$ cat src/rtl/uart_rx_ctrl.sv
// rtl/uart_rx_ctrl.sv - UART receive sequencer with capture FIFO and port-bus registers; optional UART_RX_ERR_DISCARD_EN drops perr/ferr frames
module uart_rx_ctrl #(
  parameter int          DEPTH        = 4,
  parameter int          CLK_HZ       = 100000000,
  parameter logic [2:0]  BAUD_DEFAULT = 3'd4
) (
  input  logic        clk,
  input  logic        rst,
  input  logic        rx_rdy,
  input  logic [7:0]  rx_data,
  input  logic        rx_perr,
  input  logic        rx_ferr,
  input  logic        rx_ovf,
  output logic        reads0,
  output logic        eight,
  output logic        pen,
  output logic        even,
  output logic [18:0] k,
  input  logic [1:0]  port_id,
  input  logic        rd_stb,
  input  logic        wr_stb,
  input  logic [7:0]  out_port,
  output logic [7:0]  in_port,
  output logic        irq,
  input  logic        irq_ack
);

  localparam int AW = $clog2(DEPTH);
  localparam int CW = AW + 1;

  localparam logic [18:0] K_300    = 19'(CLK_HZ / 300 - 1);
  localparam logic [18:0] K_1200   = 19'(CLK_HZ / 1200 - 1);
  localparam logic [18:0] K_2400   = 19'(CLK_HZ / 2400 - 1);
  localparam logic [18:0] K_4800   = 19'(CLK_HZ / 4800 - 1);
  localparam logic [18:0] K_9600   = 19'(CLK_HZ / 9600 - 1);
  localparam logic [18:0] K_19200  = 19'(CLK_HZ / 19200 - 1);
  localparam logic [18:0] K_38400  = 19'(CLK_HZ / 38400 - 1);
  localparam logic [18:0] K_115200 = 19'(CLK_HZ / 115200 - 1);

  typedef enum logic [1:0] {
    S_IDLE    = 2'd0,
    S_CAPTURE = 2'd1,
    S_WAIT    = 2'd2
  } state_t;

  state_t         state;
  logic [10:0]    mem [DEPTH];
  logic [AW-1:0]  wr_ptr;
  logic [AW-1:0]  rd_ptr;
  logic [CW-1:0]  count;
  logic           fifo_ovf;
  logic [2:0]     baud_sel;
  logic           fifo_empty;
  logic           fifo_full;
  logic [10:0]    head;
  logic [10:0]    entry;
  logic           capture;
  logic           discard;
  logic           push_req;
  logic           push;
  logic           push_drop;
  logic           pop;
  logic           stat_rd;
  logic [7:0]     status;
  logic           unused_ok;

  assign fifo_empty = (count == '0);
  assign fifo_full  = (count == CW'(DEPTH));
  assign head       = mem[rd_ptr];
  // In 7-bit modes the engine's bit 7 is not part of the character
  assign entry      = {rx_ovf, rx_ferr, rx_perr, rx_data[7] & eight, rx_data[6:0]};
  assign capture    = (state == S_CAPTURE);

`ifdef UART_RX_ERR_DISCARD_EN
  logic [7:0] err_cnt;
  logic       err_rd;
  assign discard = rx_perr | rx_ferr;
  assign err_rd  = rd_stb && (port_id == 2'd3);
`else
  assign discard = 1'b0;
`endif

  assign push_req  = capture & ~discard;
  assign pop       = rd_stb && (port_id == 2'd0) && !fifo_empty;
  // A pop in the same cycle frees the slot the push needs
  assign push      = push_req & (~fifo_full | pop);
  assign push_drop = push_req & fifo_full & ~pop;
  assign stat_rd   = rd_stb && (port_id == 2'd1);

  // Head flags are meaningless when empty, so they read as zero
  assign status = {fifo_full, fifo_empty, fifo_ovf,
                   fifo_empty ? 3'b000 : {head[8], head[9], head[10]}, 2'b00};

  assign unused_ok = &{1'b0, out_port[7:3]};

  // Frame sequencer: one capture and one reads0 pulse per RxRdy assertion
  always_ff @(posedge clk or negedge rst) begin
    if (!rst) begin
      state  <= S_IDLE;
      reads0 <= 1'b0;
    end else begin
      reads0 <= 1'b0;
      case (state)
        S_IDLE: begin
          if (rx_rdy) begin
            state  <= S_CAPTURE;
            reads0 <= 1'b1;
          end
        end
        S_CAPTURE: state <= S_WAIT;
        S_WAIT: begin
          if (!rx_rdy) state <= S_IDLE;
        end
        default: state <= S_IDLE;
      endcase
    end
  end

  // FIFO storage; contents need no reset since count gates every read
  always_ff @(posedge clk) begin
    if (push) mem[wr_ptr] <= entry;
  end

  // FIFO pointers and occupancy
  always_ff @(posedge clk or negedge rst) begin
    if (!rst) begin
      wr_ptr <= '0;
      rd_ptr <= '0;
      count  <= '0;
    end else begin
      if (push) wr_ptr <= wr_ptr + 1'b1;
      if (pop)  rd_ptr <= rd_ptr + 1'b1;
      case ({push, pop})
        2'b10:   count <= count + 1'b1;
        2'b01:   count <= count - 1'b1;
        default: count <= count;
      endcase
    end
  end

  // Sticky overflow flag; a new drop wins over a same-cycle status read
  always_ff @(posedge clk or negedge rst) begin
    if (!rst) begin
      fifo_ovf <= 1'b0;
    end else if (push_drop) begin
      fifo_ovf <= 1'b1;
    end else if (stat_rd) begin
      fifo_ovf <= 1'b0;
    end
  end

  // Interrupt level: an accepted push beats a same-cycle acknowledge
  always_ff @(posedge clk or negedge rst) begin
    if (!rst) begin
      irq <= 1'b0;
    end else if (push) begin
      irq <= 1'b1;
    end else if (irq_ack) begin
      irq <= 1'b0;
    end
  end

  // CPU-written frame configuration and baud select
  always_ff @(posedge clk or negedge rst) begin
    if (!rst) begin
      eight    <= 1'b1;
      pen      <= 1'b0;
      even     <= 1'b0;
      baud_sel <= BAUD_DEFAULT;
    end else if (wr_stb) begin
      if (port_id == 2'd2) begin
        even  <= out_port[2];
        pen   <= out_port[1];
        eight <= out_port[0];
      end
      if (port_id == 2'd3) baud_sel <= out_port[2:0];
    end
  end

`ifdef UART_RX_ERR_DISCARD_EN
  // Saturating count of discarded error frames, cleared by reading it
  always_ff @(posedge clk or negedge rst) begin
    if (!rst) begin
      err_cnt <= 8'h00;
    end else if (err_rd) begin
      err_cnt <= {7'b0, capture & discard};
    end else if (capture && discard && (err_cnt != 8'hFF)) begin
      err_cnt <= err_cnt + 8'd1;
    end
  end
`endif

  // Bit-time count for the selected baud rate
  always_comb begin
    k = K_9600;
    case (baud_sel)
      3'd0:    k = K_300;
      3'd1:    k = K_1200;
      3'd2:    k = K_2400;
      3'd3:    k = K_4800;
      3'd4:    k = K_9600;
      3'd5:    k = K_19200;
      3'd6:    k = K_38400;
      3'd7:    k = K_115200;
      default: k = K_9600;
    endcase
  end

  // Port-bus read mux
  always_comb begin
    in_port = 8'h00;
    case (port_id)
      2'd0: in_port = fifo_empty ? 8'h00 : head[7:0];
      2'd1: in_port = status;
      2'd2: in_port = {5'b0, even, pen, eight};
`ifdef UART_RX_ERR_DISCARD_EN
      2'd3: in_port = err_cnt;
`else
      2'd3: in_port = {5'b0, baud_sel};
`endif
      default: in_port = 8'h00;
    endcase
  end

endmodule

$ cat config.mk
export PLATFORM = sky130hd
export DESIGN_NAME = uart_rx_ctrl
export DESIGN_NICKNAME = d
export VERILOG_FILES = /design/src/rtl/uart_rx_ctrl.sv
export SDC_FILE = /design/constraint.sdc
export NUM_CORES = 1
export LEC_CHECK = 0
export CORE_MARGIN = 2
export CORE_UTILIZATION = 40
export CTS_BUF_LIST = sky130_fd_sc_hd__clkbuf_8 sky130_fd_sc_hd__clkbuf_16
export DETAILED_ROUTE_END_ITERATION = 7
export PLACE_DENSITY = 0.7
export RECOVER_POWER = 100
export SETUP_SLACK_MARGIN = 0.5
export SLEW_MARGIN = 30
export SYNTH_ARGS = -nofsm -noshare
export SYNTH_HDL_FRONTEND = slang
export SYNTH_SLANG_ARGS = --single-unit
$ cat constraint.sdc
create_clock -name clk -period 2.15 [get_ports clk]
set_input_delay 0.43 -clock clk [delete_from_list [all_inputs] [get_ports clk]]
set_output_delay 0.43 -clock clk [all_outputs]
set_load 0.1 [all_outputs]
==> results of run 1 <==
stage by stage:
step                power, mW  utilization (%)  instances  hold WS [ns]
floorplan                4.10                -        189         0.134
global placement         5.01             60.1        349         0.457
detailed placement       5.06             60.1        349         0.477
CTS                      6.76             69.7        404         0.414
global route             6.86             67.9        408         0.509
finish                   6.59             67.9        408         0.489
power by group through the flow:
stage | clock [mW] | combinational, mW | sequential, mW
2_1_floorplan | 0 | 2.22 | 1.89
3_3_place_gp | 0 | 3.25 | 1.76
3_5_place_dp | 0 | 3.29 | 1.77
4_1_cts | 1.23 | 3.81 | 1.72
5_1_grt | 1.28 | 3.84 | 1.73
6_report | 1.21 | 3.67 | 1.71
sequential cells by signal, summed over array words and instances (netlist names):
name / flops
mem: 44
baud_sel: 3
count: 3
rd_ptr: 2
state: 2
wr_ptr: 2
eight: 1
even: 1
fifo_ovf: 1
irq: 1
pen: 1
reads0: 1
cells by family after synthesis:
| logic type | after synthesis | share of synthesized area [%] |
|---|---|---|
| xor gates and xnor gates | 6 | 1.84 |
| and+or+nand+nor | 44 | 8.67 |
| other | 1 | 0.131 |
| muxes | 28 | 14.3 |
| buffers and inverters | 22 | 3.94 |
| AOI/OAI and AO/OA | 16 | 4.34 |
| DFF | 62 | 62.1 |
| adders and majority gates | 10 | 4.64 |
metal layers:
metal | GRT usage, % | up-vias | routed length, µm
met3 | 3.54 | 12 | 239
li1 | - | 936 | -
met1 | 24.1 | 1006 | 2880
met5 | 0 | - | 0
met4 | 7.85 | 0 | 131
met2 | 34.9 | 39 | 3790
how the worst max path moves through the flow:
stage               cells past startpoint                   from              endpoint  slack, ns
detailed placement                      9             port_id[0]  count[2]$_DFFE_PN0P_      -0.28
CTS                                     5  rd_ptr[0]$_DFFE_PN0N_            in_port[3]      -0.15
floorplan                               5  rd_ptr[0]$_DFFE_PN0N_            in_port[3]      -0.06
global placement                        9             port_id[0]  count[2]$_DFFE_PN0P_      -0.26
global route                            4  rd_ptr[0]$_DFFE_PN0N_            in_port[0]      -0.17
finish                                  4  rd_ptr[0]$_DFFE_PN0N_            in_port[0]      -0.15
what timing repair did:
action	CTS	global route
resized for setup	53	12
pin swaps	20	14
cloned	4	0
setup endpoints to repair	73	49
setup buffers	35	4
synth_stat cells (all sizes together) (2+ instances only):
cell    instances
edfxtp         44
xnor2           2
xor2            4
nor2            7
nor3            6
a22o            2
a21oi           3
mux2           10
ha              9
mux2i           9
nor3b           2
o21ai           3
mux4            9
nand2           4
buf             8
nand2b          3
nor2b           5
nand3           7
inv            11
clkbuf          2
and2            5
a21o            5
dfstp           2
dfrtp          16
layout make-up:
cell class / count / area share (%)
multi-input cells: 109 / 27.7
inverters: 12 / 1.10
clock buffers: 9 / 2.66
repair buffers: 113 / 25.3
clock inverters: 7 / 2.44
flip-flops and latches: 62 / 38.3
well taps: 96 / 2.58
==> summary.txt, run 1 <==
Synth
  • Flip-flop and latch count after synthesis: 62
  • Count of unique library cells instantiated by Yosys: 39
  • Number of flops mapped to enable cells by yosys: 44
  • Most common flop cell mapped by yosys: edfxtp_1
  • Yosys top cell area share: 46.3%
  • Syn Inst Count: 189
  • Post-Synthesis Cell Area: 0.00286 mm²
  • Synthesis Warnings: 0
  • Seq/Total Area, Yosys: 62.1%
  • Biggest area consumer among synthesized cells: edfxtp_1
  • Syn nets: 226
  • Top area cells in the synthesized netlist: edfxtp_1 (46%), dfrtp_1 (14%), mux4_2 (7.1%), ha_1 (3.9%), mux2_2 (3.5%)
  • Mean Syn Cell Area: 15.1 µm²
  • Async set-or-reset flop fraction in the synthesized netlist: 29.0%

Worst setup path
  • CP delay by family, top: multiplexers
  • Worst Setup End Kind: output port
  • Critical Path Source Type: flip-flop
  • Largest fanout of any net on the critical path: 4
  • Cell at the slowest stage of the critical path: mux4_2
  • Cells along the critical path: buf_4, mux4_2, a22o_4, buf_12
  • Critical Path Max Stage Delay: 0.50 ns
  • Reg-to-Reg End: count[2]$_DFFE_PN0P_
  • Reg-to-reg startpoint: count[1]$_DFFE_PN0P_
  • Arr. time, crit path: 1.87 ns
  • Required time of the critical path: 1.72 ns
  • Number of buffer and inverter instances along the worst setup path: 2
  • Kind of critical path: flip-flop to output port
  • Worst r2r path cells: 9
  • Minimum setup slack among reg-to-reg paths: 0.14 ns

Power and ir drop
  • Switching power total: 2.77 mW
  • Maximum VDD drop: 0.000736 V
  • Proportion of total power due to net switching: 42.1%
  • Logic pwr share: 55.6%
  • Leakage Power: 1.87 nW
  • Sequential share of power: 25.9%
  • Proportion of power drawn by the clock network: 18.4%
  • Internal cell power: 3.82 mW
  • Pwr dens: 1410 mW/mm²

Routing
  • DRC violation count after routing: 0
  • Average via count per standard cell: 4.88
  • Vias after detailed routing: 1993
  • Length of the first detailed-routing pass in iterations: 4
  • Iteration-0 DRC Markers: 74
  • Wire length reported by the detailed router: 7.04 mm
  • DRT antenna net count: 0
  • WL/cell: 17.3 µm

Cells and area
  • Area of all placed cells without fillers: 0.00466 mm²
  • Area used by sequential logic in the layout: 0.00179 mm²
  • Layout overhead on the synthesized area: 63.2%
  • Number of nets in the layout: 344
  • Highest-count cells in the layout ignoring fill and taps: edfxtp_1 (44), buf_4 (36), buf_6 (26), buf_12 (14), dlygate4sd3_1 (13)
  • Ratio of cells with drive above 1 in the final layout: 58.3%
  • Final-layout fill cell count: 490
  • Area used by multi-input combinational logic: 0.00129 mm²
  • Ant. Diodes: 0
  • Most common cell after layout, fill and taps aside: edfxtp_1

STA
  • Achievable frequency: 435 MHz
  • Post-Route Setup TNS: -0.863 ns
  • Number of slew-limit violations in the final report: 0
  • Unrepaired setup endpoints after global routing: yes
  • Minimum period implied by the final worst setup slack: 2.30 ns
  • Fraction of the cycle the final worst path needs: 107%
  • Final setup violation count: 8
  • Final setup slack of the worst path: -0.151 ns
  • Headroom to the max-slew limit: 29.0%
  • Fin Clk Skew: 0.00865 ns
  • Number of hold violations in the final report: 0
  • Tightest Pin Transition: 1.07 ns

CTS
  • Master cell of the clock root buffer: clkbuf_8
  • Number of CTS-inserted buffers: 9
  • CTS tree: yes
  • Max Root-Sink Buffers: 2
  • Source-to-sink clock delay at the later pin of the worst-skew pair: 0.34 ns
  • Reg clk slew, reported paths: 0.07 ns
  • CTS Sinks: 62
  • Hold-fix buffer count after cts: 0
  • H-tree levels: 3

Place
  • Pre-CTS worst setup slack: -0.279 ns
  • RD Place Congestion: 0.745
  • Number of port buffers: 52
  • Detailed Place HPWL: 4.22 mm
  • Total placed instance area: 0.00413 mm²

Hold path
  • Startpoint of the worst hold path: state[1]$_DFFE_PN0P_
  • Worst Hold Depth: 1
  • Hold path endpoint: state[0]$_DFFE_PN0P_
  • Worst min-delay path class: flip-flop to flip-flop

Floorplanning
  • Number of placement rows: 30
  • Initial standard-cell utilization of the core: 41.6%
  • Standard cell core area: 0.00687 mm²
  • I/O pin cnt: 59
  • Die height: 88.5 µm
  • Chip width: 88.5 µm
  • Die outline area: 0.00783 mm²

Run status
  • Violations in the final reports: negative setup slack
  • Result of the run: complete, but fails checks

Global routing
  • Total Routing Usage GR: 19.8%
  • Gr ovfl total: 0
  • Via count of the first global-routing pass: 2159
  • Largest net degree at the start of global routing: 19
  • First-pass GRT wire length: 11.1 mm
  • Initial antenna violation count: 0

Job
  • Max-cap violations: 0
No activity file was read; power rests on OpenSTA's default activity.
==> run 2, diff against run 1 <==
--- a/config.mk
+++ b/config.mk
@@ -5,14 +5,16 @@
 export SDC_FILE = /design/constraint.sdc
 export NUM_CORES = 1
 export LEC_CHECK = 0
+export ABC_AREA = 1
 export CORE_MARGIN = 2
 export CORE_UTILIZATION = 40
 export CTS_BUF_LIST = sky130_fd_sc_hd__clkbuf_8 sky130_fd_sc_hd__clkbuf_16
 export DETAILED_ROUTE_END_ITERATION = 7
-export PLACE_DENSITY = 0.7
+export PLACE_DENSITY = 0.69
 export RECOVER_POWER = 100
 export SETUP_SLACK_MARGIN = 0.5
 export SLEW_MARGIN = 30
 export SYNTH_ARGS = -nofsm -noshare
 export SYNTH_HDL_FRONTEND = slang
 export SYNTH_SLANG_ARGS = --single-unit
+export TNS_END_PERCENT = 50
==> summary.txt, run 2 <==
Power and ir drop
  • Maximum VDD drop: 0.000810 V (+10%)
  • Overall power: 6.40 mW (-2.8%)
  • Leakage Power: 2.01 nW (+7.3%)
  • Pwr dens: 1360 mW/mm² (-4.1%)

Cells and area
  • Number of standard cells in the layout, taps in and fillers out: 508 (+25%)
  • Most common cell after layout, fill and taps aside: nand2_1
  • Highest-count cells in the layout ignoring fill and taps: nand2_1 (58), edfxtp_1 (44), inv_1 (32), buf_4 (27), nand3_1 (24)
  • Ant. Diodes: 0 (unchanged)
  • Area used by sequential logic in the layout: 0.00179 mm² (unchanged)
  • Register with the most flip-flops: mem
  • Layout overhead on the synthesized area: 58.5%
  • Number of flip-flops in the largest register: 44 (unchanged)
  • Number of nets in the layout: 441 (+28%)
  • Top flop regs: mem: 44 flops, baud_sel: 3 flops, count: 3 flops
  • Utilization after layout: 65.1% (-2.7 points)
  • Area used by multi-input combinational logic: 0.00143 mm² (+11%)
  • Ratio of cells with drive above 1 in the final layout: 42.1% (-16 points)
  • Final-layout fill cell count: 568 (+16%)

Worst setup path
  • Critical Path Max Stage Delay: 0.46 ns (-0.04 ns)
  • Cell at the slowest stage of the critical path: dfrtp_2
  • Worst Setup End Kind: output port
  • Reg-to-reg startpoint: count[0]$_DFFE_PN0P_
  • CP delay by family, top: flip-flops
  • Arr. time, crit path: 1.65 ns (-0.22 ns)
  • Cells along the critical path: buf_6, nor2_2, nor2_1, o21ai_0, nand2_1, nand2_2, nand2_8, buf_8
  • Required time of the critical path: 1.72 ns (about the same)
  • Critical Path Source Type: flip-flop
  • Crit. Startpoint: rd_ptr[0]$_DFFE_PN0N_
  • Number of buffer and inverter instances along the worst setup path: 2 (unchanged)
  • Largest fanout of any net on the critical path: 5 (+1)
  • Kind of critical path: flip-flop to output port

STA
  • Minimum period implied by the final worst setup slack: 2.08 ns (-0.222 ns)
  • Tightest Pin Transition: 0.981 ns (-0.0839 ns)
  • Headroom to the max-slew limit: 34.6% (+5.6 points)
  • Final setup violation count: 0 (-8)
  • Unrepaired setup endpoints after global routing: yes
  • Number of slew-limit violations in the final report: 0 (unchanged)
  • Fraction of the cycle the final worst path needs: 96.7% (-10 points)
  • Final setup slack of the worst path: 0.0712 ns (+0.222 ns)
  • Worst hold slack: 0.496 ns (+0.00689 ns)
  • Fin Clk Skew: 0.00592 ns (-0.00273 ns)
  • Number of hold violations in the final report: 0 (unchanged)
  • Achievable frequency: 481 MHz (+11%)

Routing
  • Average via count per standard cell: 4.75 (-2.8%)
  • DRT antenna net count: 0 (unchanged)
  • Vias after detailed routing: 2411 (+21%)
  • WL/cell: 14.6 µm (-15%)
  • Iteration-0 DRC Markers: 115 (+55%)
  • DRC violation count after routing: 0 (unchanged)
  • Length of the first detailed-routing pass in iterations: 4 (unchanged)
  • Wire length reported by the detailed router: 7.43 mm (+5.5%)

Global routing
  • Gr ovfl total: 0 (unchanged)
  • First-pass GRT wire length: 11.7 mm (+6.0%)
  • Largest net degree at the start of global routing: 21 (+2)
  • Via count of the first global-routing pass: 2419 (+12%)
  • Total Routing Usage GR: 18.7% (-1.1 points)
  • Initial antenna violation count: 0 (unchanged)

Synth
  • Synthesis Warnings: 0 (unchanged)
  • Async set-or-reset flop fraction in the synthesized netlist: 29.0% (unchanged)
  • Yosys top cell area share: 44.3% (-1.9 points)
  • Post-Synthesis Cell Area: 0.00298 mm² (+4.3%)
  • Mean Syn Cell Area: 9.87 µm² (-35%)
  • Seq/Total Area, Yosys: 59.5% (-2.6 points)
  • Count of unique library cells instantiated by Yosys: 26 (-33%)
  • Syn Inst Count: 302 (+60%)
  • Number of flops mapped to enable cells by yosys: 44 (unchanged)
  • Flip-flop and latch count after synthesis: 62 (unchanged)
  • List of most frequent post-synthesis cells: nand2_1 (80), edfxtp_1 (44), inv_1 (40)
  • Biggest area consumer among synthesized cells: edfxtp_1
  • Top area cells in the synthesized netlist: edfxtp_1 (44%), dfrtp_1 (13%), nand2_1 (10%), inv_1 (5.0%), nand3_1 (5.0%)
  • Most common flop cell mapped by yosys: edfxtp_1
  • Syn nets: 339 (+50%)
  • Top-count cell post-synth: nand2_1

CTS
  • CTS tree: yes
  • Master cell of the clock root buffer: clkbuf_8
  • Source-to-sink clock delay at the later pin of the worst-skew pair: 0.34 ns (about the same)
  • Number of CTS-inserted buffers: 9 (unchanged)
  • H-tree levels: 3 (unchanged)
  • Max Root-Sink Buffers: 2 (unchanged)
  • Reg clk slew, reported paths: 0.07 ns (about the same)
  • Hold-fix buffer count after cts: 0 (unchanged)
  • CTS Sinks: 62 (unchanged)

Place
  • Dpl cells: 462 (+32%)
  • Detailed Place HPWL: 4.41 mm (+4.4%)
  • Pre-CTS worst setup slack: -0.171 ns (+0.108 ns)
  • Number of port buffers: 52 (unchanged)
  • RD Place Congestion: 0.743 (-0.23%)

Floorplanning
  • Chip width: 90.3 µm (+2.1%)
  • Number of placement rows: 31 (+3.3%)
  • Initial standard-cell utilization of the core: 41.1% (-0.49 points)
  • Die height: 90.3 µm (+2.1%)
  • I/O pin cnt: 59 (unchanged)
  • Die outline area: 0.00816 mm² (+4.1%)
  • Standard cell core area: 0.00725 mm² (+5.6%)

Job
  • Max-cap violations: 0 (unchanged)

Run status
  • Result of the run: completed

Hold path
  • Worst min-delay path class: flip-flop to flip-flop
  • Startpoint of the worst hold path: state[1]$_DFFE_PN0P_
run 2: cell count changes in the layout (fill, tap and decap cells not counted), sizes merged, moves of 20 or more:
| cell | change |
|---|---|
| nand2 | +79 |
| inv | +31 |
| buf | -27 |
| nand3 | +23 |
| nor2 | +22 |
| o21ai | +20 |
run 2: cells by family (layout without fill, tap and decap cells):
logic type / after synthesis / in the layout / synth area share, %
AO/OA/AOI/OAI: 28 / 28 / 4.95
AND/OR/NAND/NOR: 145 / 145 / 21.8
other: 1 / 1 / 0.126
flip-flops: 62 / 62 / 59.5
buffers and inverters: 53 / 160 / 8.27
XOR/XNOR: 3 / 3 / 0.882
adder cells (fa/ha/maj): 10 / 10 / 4.45
run 2: cell type report:
cell class | count | share of cell area (%)
multi-input cells | 187 | 30.4
repair buffers | 103 | 21.1
inverters | 41 | 3.63
clock inverters | 7 | 1.91
well taps | 99 | 2.62
flip-flops and latches | 62 | 37.8
clock buffers | 9 | 2.62
run 2: final timing paths:
check | end | slack (ns) | cells past startpoint
max | in_port[4] | 0.07 | 8
max reg2reg | count[2]$_DFFE_PN0P_ | 0.14 | 10
min in group asynchronous | wr_ptr[0]$_DFFE_PN0P_ | 0.76 | 2
min | reads0$_DFF_PN0_ | 0.50 | 1
min reg2reg | reads0$_DFF_PN0_ | 0.50 | 1
max in group asynchronous | pen$_DFFE_PN0P_ | 0.73 | 2
run 2: what timing repair did:
item	in CTS	in global routing
pin swaps	20	12
gates resized for setup	57	22
setup endpoints to repair	71	72
cloned	2	1
buffers inserted	25	2
run 2: worst reg2reg max path, stage by stage (launching register included):
cell	delay (ns)
dfrtp_2	0.43
clkbuf_2	0.14
nor3_4	0.27
nand2_4	0.10
nand2_4	0.08
ha_4	0.12
inv_2	0.04
fa_2	0.33
or2_4	0.25
nand2_2	0.06
xor2_1	0.13
run 2: through the flow:
| stage | area, µm² | TNS (ns) |
|---|---|---|
| 2_1_floorplan | 3320 | 0 |
| 3_3_place_gp | 4310 | -0.789 |
| 3_5_place_dp | 4310 | -0.753 |
| 4_1_cts | 4930 | 0 |
| 5_1_grt | 4720 | -0.00308 |
| 6_report | 4720 | 0 |
run 2: where the power goes:
group          internal, mW  switching, mW
Combinational          1.20           2.40
Clock                 0.645          0.460
Sequential             1.54          0.159
run 2: routing by layer:
| metal | share of wire [%] | vias to the layer above | track usage [%] |
|---|---|---|---|
| li1 | - | 1181 | - |
| met1 | 39 | 1144 | 21.3 |
| met2 | 54 | 75 | 34.0 |
| met3 | 5.7 | 11 | 5.59 |
| met4 | 1.6 | 0 | 5.13 |
| met5 | 0 | - | 0 |
